==> config.mk <==
export PLATFORM = sky130hd
export DESIGN_NAME = wb_queue
export DESIGN_NICKNAME = d
export VERILOG_FILES = /design/src/rtl/wbq_pkg.sv /design/src/rtl/wbq_fifo.sv /design/src/rtl/wb_queue.sv
export SDC_FILE = /design/constraint.sdc
export NUM_CORES = 1
export LEC_CHECK = 0
export CORE_MARGIN = 3
export CORE_UTILIZATION = 35
export DETAILED_ROUTE_END_ITERATION = 16
export PLACE_DENSITY = 0.72
export REMOVE_ABC_BUFFERS = 1
export SYNTH_ARGS = -nofsm -noshare
export SYNTH_HDL_FRONTEND = slang
export SYNTH_HIERARCHICAL = 1
export SYNTH_SLANG_ARGS = --single-unit
export TNS_END_PERCENT = 20
==> constraint.sdc <==
create_clock -name clk -period 4 [get_ports clk]
set_clock_uncertainty 0.2 [all_clocks]
set_input_delay 0.6 -clock clk [delete_from_list [all_inputs] [get_ports clk]]
set_output_delay 0.6 -clock clk [all_outputs]
set_load 0.005 [all_outputs]
==> src/rtl/wbq_pkg.sv <==
// rtl/wbq_pkg.sv - shared defaults and types for the write-back queue
package wbq_pkg;

  localparam int WBQ_W     = 8;
  localparam int WBQ_D     = 4;
  localparam int WBQ_DEPTH = 4;

  // Register 2**D-1 is hardwired to zero, so writes to it are dropped.
  localparam logic [WBQ_D-1:0] ZERO_REG = WBQ_D'(2**WBQ_D - 1);

  typedef enum logic {
    SRC_ALU = 1'b0,
    SRC_LD  = 1'b1
  } src_e;

  typedef struct packed {
    logic [WBQ_D-1:0] addr;
    logic [WBQ_W-1:0] data;
  } wbq_entry_t;

endpackage

==> src/rtl/wbq_fifo.sv <==
// rtl/wbq_fifo.sv - circular {addr,data} store with head view and raw entry taps
module wbq_fifo #(
  parameter int W     = 8,
  parameter int D     = 4,
  parameter int DEPTH = 4
) (
  input  logic                         clk,
  input  logic                         rst_ni,
  input  logic                         push_i,
  input  logic [D-1:0]                 push_addr_i,
  input  logic [W-1:0]                 push_data_i,
  input  logic                         pop_i,
  output logic [D-1:0]                 head_addr_o,
  output logic [W-1:0]                 head_data_o,
  output logic [$clog2(DEPTH):0]       count_o,
  output logic                         full_o,
  output logic                         empty_o,
  output logic [$clog2(DEPTH)-1:0]     rd_ptr_o,
  output logic [DEPTH-1:0][D-1:0]      mem_addr_o,
  output logic [DEPTH-1:0][W-1:0]      mem_data_o
);

  localparam int AW = $clog2(DEPTH);
  localparam int CW = AW + 1;

  logic [DEPTH-1:0][D-1:0] addr_q;
  logic [DEPTH-1:0][W-1:0] data_q;
  logic [AW-1:0]           wr_ptr_q, wr_ptr_d;
  logic [AW-1:0]           rd_ptr_q, rd_ptr_d;
  logic [CW-1:0]           count_q, count_d;

  // Pointers are exactly AW bits wide, so increments wrap modulo DEPTH.
  always_comb begin
    wr_ptr_d = wr_ptr_q;
    rd_ptr_d = rd_ptr_q;
    count_d  = count_q;
    if (push_i) wr_ptr_d = wr_ptr_q + 1'b1;
    if (pop_i)  rd_ptr_d = rd_ptr_q + 1'b1;
    case ({push_i, pop_i})
      2'b10:   count_d = count_q + 1'b1;
      2'b01:   count_d = count_q - 1'b1;
      default: count_d = count_q;
    endcase
  end

  always_ff @(posedge clk or negedge rst_ni) begin
    if (!rst_ni) begin
      addr_q   <= '0;
      data_q   <= '0;
      wr_ptr_q <= '0;
      rd_ptr_q <= '0;
      count_q  <= '0;
    end else begin
      if (push_i) begin
        addr_q[wr_ptr_q] <= push_addr_i;
        data_q[wr_ptr_q] <= push_data_i;
      end
      wr_ptr_q <= wr_ptr_d;
      rd_ptr_q <= rd_ptr_d;
      count_q  <= count_d;
    end
  end

  assign head_addr_o = addr_q[rd_ptr_q];
  assign head_data_o = data_q[rd_ptr_q];
  assign count_o     = count_q;
  assign full_o      = (count_q == CW'(DEPTH));
  assign empty_o     = (count_q == '0);
  assign rd_ptr_o    = rd_ptr_q;
  assign mem_addr_o  = addr_q;
  assign mem_data_o  = data_q;

endmodule

==> src/rtl/wb_queue.sv <==
// rtl/wb_queue.sv - two-source register write-back queue with round-robin arbitration
// Optional youngest-match bypass lookup enabled by macro WBQ_BYPASS_EN.
module wb_queue
  import wbq_pkg::*;
#(
  parameter int W     = WBQ_W,
  parameter int D     = WBQ_D,
  parameter int DEPTH = WBQ_DEPTH
) (
  input  logic                   clk,
  input  logic                   reset,
  input  logic                   alu_valid,
  input  logic [D-1:0]           alu_addr,
  input  logic [W-1:0]           alu_data,
  output logic                   alu_ready,
  input  logic                   ld_valid,
  input  logic [D-1:0]           ld_addr,
  input  logic [W-1:0]           ld_data,
  output logic                   ld_ready,
  input  logic                   rf_hold,
  output logic                   rf_write_en,
  output logic [D-1:0]           rf_waddr,
  output logic [W-1:0]           rf_data,
  input  logic [D-1:0]           raddrA,
  input  logic [D-1:0]           raddrB,
  output logic                   byp_hitA,
  output logic                   byp_hitB,
  output logic [W-1:0]           byp_dataA,
  output logic [W-1:0]           byp_dataB,
  output logic [$clog2(DEPTH):0] count
);

  localparam int AW = $clog2(DEPTH);
  localparam int CW = AW + 1;
  localparam logic [D-1:0] ZERO_ADDR = '1;

  src_e                    rr_q, rr_d;
  logic                    grant_alu, grant_ld, push, pop, full, empty;
  logic [D-1:0]            push_addr, head_addr;
  logic [W-1:0]            push_data, head_data;
  logic [AW-1:0]           rd_ptr;
  logic [CW-1:0]           count_w;
  logic [DEPTH-1:0][D-1:0] mem_addr;
  logic [DEPTH-1:0][W-1:0] mem_data;

  // Full is checked against the pre-pop count; reset low blocks every grant.
  always_comb begin
    grant_alu = 1'b0;
    grant_ld  = 1'b0;
    if (reset && !full) begin
      if (alu_valid && ld_valid) begin
        grant_ld  = (rr_q == SRC_LD);
        grant_alu = (rr_q == SRC_ALU);
      end else begin
        grant_alu = alu_valid;
        grant_ld  = ld_valid;
      end
    end
  end

  always_comb begin
    rr_d = rr_q;
    if (grant_ld)       rr_d = SRC_ALU;
    else if (grant_alu) rr_d = SRC_LD;
  end

  always_ff @(posedge clk or negedge reset) begin
    if (!reset) rr_q <= SRC_LD;
    else        rr_q <= rr_d;
  end

  assign alu_ready = grant_alu;
  assign ld_ready  = grant_ld;
  assign push_addr = grant_ld ? ld_addr : alu_addr;
  assign push_data = grant_ld ? ld_data : alu_data;
  assign push      = (grant_alu || grant_ld) && (push_addr != ZERO_ADDR);
  assign pop       = !empty && !rf_hold;

  wbq_fifo #(.W(W), .D(D), .DEPTH(DEPTH)) u_fifo (
    .clk         (clk),
    .rst_ni      (reset),
    .push_i      (push),
    .push_addr_i (push_addr),
    .push_data_i (push_data),
    .pop_i       (pop),
    .head_addr_o (head_addr),
    .head_data_o (head_data),
    .count_o     (count_w),
    .full_o      (full),
    .empty_o     (empty),
    .rd_ptr_o    (rd_ptr),
    .mem_addr_o  (mem_addr),
    .mem_data_o  (mem_data)
  );

  assign rf_write_en = pop;
  assign rf_waddr    = head_addr;
  assign rf_data     = head_data;
  assign count       = count_w;

`ifdef WBQ_BYPASS_EN
  logic [AW-1:0] idx;

  // Walk oldest to youngest so a later match overwrites an earlier one.
  always_comb begin
    byp_hitA  = 1'b0;
    byp_hitB  = 1'b0;
    byp_dataA = '0;
    byp_dataB = '0;
    idx       = '0;
    for (int k = 0; k < DEPTH; k++) begin
      idx = rd_ptr + AW'(k);
      if (CW'(k) < count_w) begin
        if (mem_addr[idx] == raddrA && raddrA != ZERO_ADDR) begin
          byp_hitA  = 1'b1;
          byp_dataA = mem_data[idx];
        end
        if (mem_addr[idx] == raddrB && raddrB != ZERO_ADDR) begin
          byp_hitB  = 1'b1;
          byp_dataB = mem_data[idx];
        end
      end
    end
  end
`else
  logic unused_byp;
  assign unused_byp = ^{raddrA, raddrB, rd_ptr, mem_addr, mem_data};
  assign byp_hitA   = 1'b0;
  assign byp_hitB   = 1'b0;
  assign byp_dataA  = '0;
  assign byp_dataB  = '0;
`endif

endmodule

==> parameters.txt <==
Parameter                              Value

Floorplan
  Boundary Pins    73
  Effective utilization at floorplan    37.03%
  Width of the die    97.58 um
  Die Height    around 100 um
  Total Die Area    between 9000 and 10,000 um2
  Core region area    about 7900 um2
  Number of core rows    32

Setup path
  Reg-to-reg critical path endpoint    u_fifo/count_o[2]
  Worst r2r src    u_fifo/count_o[0]
  Top fanout value on the critical path    14
  Critical path, cell by cell    mux4_1, clkdlybuf4s50_1
  Arrival time of data at the critical path endpoint    around 2300 ps
  Type of element launching the critical path    flip-flop
  Setup slack of the worst register-to-register path    1540 ps
  Depth of the most critical reg-to-reg path    12
  Destination of the critical timing path    rf_waddr[3]
  Worst setup path startpoint    u_fifo/rd_ptr_o[0]
  Library cell contributing the largest single delay on the critical path    dfrtp_1
  Category of the critical setup timing path    flip-flop to output port
  Worst path max stage delay    roughly 890 ps
  Required arrival time at the worst endpoint    about 3200 ps
  Type of element capturing the critical path    output port

GRT
  Initial antenna violation count    0
  Global-route wire length before repair    8700 um
  Largest net degree at the start of global routing    57
  Global-route usage over all layers    roughly 11%
  Number of global-route vias before repair    about 1.7k
  Total congestion overflow    0

Finish
  Layout overhead on the synthesized area    17.69%
  Most frequent standard cell in the layout excluding fill and tap cells    dfrtp_1
  Final cell utilization of the core    between 40% and 50%
  FF+latch area    approximately 1400 um2
  Count of antenna diodes in the layout    0
  Post-Layout Cell Count    around 350
  Share of layout cells above drive strength 1    33.20%
  Commonest cells after routing, fill and taps aside    dfrtp_1, mux2_2, clkdlybuf4s50_1, conb_1, mux2_4
  Filler cell count    about 750
  Area of combinational cells with multiple inputs    around 1400 um2
  Final Net Count    roughly 290

Timing
  Worst Tran Pin Value    about 830 ps
  Total Neg Setup Slack    0 ps
  Final setup fails    0
  Unrepaired setup endpoints after global routing    false
  Achievable clock frequency    between 300 and 400 MHz
  Relative slew margins    between 40% and 50%
  Final count of hold timing violations    0
  Number of pins with negative max-slew slack in the final report    0
  Worst hold margin    just over 300 ps
  Clock period minus worst slack    roughly 3100 ps
  Final clock period utilization by the worst path    78.27%

Clock tree
  Post-cts gate resize count    0
  Number of buffers on the longest clock path    2
  Root Buffer    clkbuf_8
  Latest clock arrival within the worst-skew pair    ~300 ps
  Clock tree sinks    56
  Clock tree from TritonCTS    built
  TritonCTS buffer count    5
  Clock transition at the registers of the reported paths    90 ps
  Post-CTS Repair Setup Buffers    0
  Hold-fix buffer count after cts    0
  Deepest level of the CTS H-tree    2

Worst hold path
  Path category of the worst min-delay check    flip-flop to flip-flop

Power and ir drop
  Power per cell area    714.4 nW/um2
  Seq pwr share    a little over two fifths
  Cell internal pwr    roughly 0.0017 W
  Pwr Total    0.002468 W
  Proportion of power drawn by combinational gates    45.1%
  Proportion of total power due to net switching    between 20% and 30%
  Power spent charging and discharging nets    0.0007273 W
  Leakage power summed over all cells    approximately 1.5 nW
  Highest ir drop seen on vdd    0.0003371 V
  Clock share of power    11.6%

Placed design
  Total placed cells including tap cells    around 340
  Routability Congestion    around 0.69
  Detailed placement HPWL    3704 um
  Count of buffers inserted at the top-level ports    46

Synth
  Area share of the largest cell type after synthesis    a little under half
  Yosys warnings    6
  Area of the mapped netlist    a little under 3000 um2
  Gate count after technology mapping    approximately 200
  Most common flop cell mapped by yosys    dfrtp_1
  Post-synth EDFFs    0
  Average cell area after synthesis    between 10 and 15 um2
  Total of flip-flops plus latches after synthesis    56
  Cell type with the highest aggregate area in the netlist    dfrtp_1
  Top post-synthesis cells by area    dfrtp_1, mux2_2, mux4_2
  Async set or reset register ratio after synthesis    100.0%
  Synth unique cells    30
  Sequential area share after synthesis    a little under half

Routing
  Total DRC errors in the routed layout    0
  Drt via density    4.763
  Highest Signal Layer    met4
  Met1 wire length    roughly 2400 um
  Vias    between 1.5k and 2k
  Drt wl/cell    15.40 um
  Routed wire length    approximately 5300 um
  WL met2    about 2500 um
  Number of optimization iterations in the first detailed-route pass    3
  Count of nets left with antenna violations after detail routing    0
  Sum of met3 wire segment lengths after detailed routing    314 um
  Number of design-rule violations left by the first detailed-router iteration    60

Run
  Max-cap viol count    0

Run status
  Result of the run    finished, final reports clean
[cell type report]
cell class	count	share of cell area (%)
clock buffers	6	2.101
inverters	7	0.7606
flip-flops and latches	56	40.60
well taps	102	3.694
repair buffers	48	13.62
clock inverters	1	0.1449
multi-input cells	126	39.08
[synthesized netlist by cell type (2+ instances only)]
master    n
and3_1    2
buf_4    23
buf_6     2
dfrtp_1  55
ha_1      5
inv_1     7
mux2_2   51
mux2_4    9
mux4_1    4
mux4_2    8
nand2_1   7
nand3_1   2
nand4_1   2
nor2_1    2
xnor2_1   2
xor2_1    4
[worst min path at each step]
| stage | startpoint | endpoint | cells after the start |
|---|---|---|---|
| 2_1_floorplan | reset | u_fifo/count_o[0] | 0 |
| 3_3_place_gp | u_fifo/mem_data_o[10] | u_fifo/mem_data_o[10] | 1 |
| 3_5_place_dp | u_fifo/mem_data_o[7] | u_fifo/mem_data_o[7] | 1 |
| 4_1_cts | u_fifo/mem_data_o[7] | u_fifo/mem_data_o[7] | 1 |
| 5_1_grt | u_fifo/mem_addr_o[8] | u_fifo/mem_addr_o[8] | 1 |
| 6_report | u_fifo/mem_addr_o[7] | u_fifo/mem_addr_o[7] | 1 |
[stage by stage]
step / setup slack (ps) / area [um2]
after CTS: 791.7 / 3455
after detailed placement: 1022 / 3377
after global placement: 1093 / 3377
after global routing: 727.7 / 3455
after floorplan: 1414 / 2779
final: 869.0 / 3455
[state kept, by name, indices dropped and copies added (netlist names)]
name and count:
rr_q 1, u_fifo/count_o 3, u_fifo/mem_addr_o 16, u_fifo/mem_data_o 32
u_fifo/rd_ptr_o 2, u_fifo/wr_ptr_q 2
[power by group through the flow]
stage | combinational (W) | clock (W) | sequential [W]
after global placement | 0.00111 | 0 | 0.00107
after detailed placement | 0.00113 | 0 | 0.00109
after CTS | 0.00114 | 0.000301 | 0.00108
after global routing | 0.00122 | 0.000322 | 0.00111
after floorplan | 0.000704 | 0 | 0.00101
final | 0.00111 | 0.000287 | 0.00107
[per-layer routing]
metal	vias up	global-route usage, %
li1	758	-
met1	836	15.29
met2	49	17.87
met3	5	3.877
met4	0	2.556
met5	-	0
[critical path, delay by kind of cell, from the launching register on]
family | cells | cell delay, ps
DFF | 1 | 890
buffers and inverters | 1 | 470
muxes | 1 | 660
[cells by family after synthesis]
kind of cell    count (synthesis)  share of synthesized area (%)
xor+xnor                        6                          1.790
fa+ha+maj                       6                          2.813
other cells                     1                         0.1278
simple gates                   19                          4.049
buf+inv                        34                          8.397
mux                            73                          34.23
compound gates                  4                         0.8098
flops                          56                          47.78
Note: power is estimated with default switching activity, not from simulation.
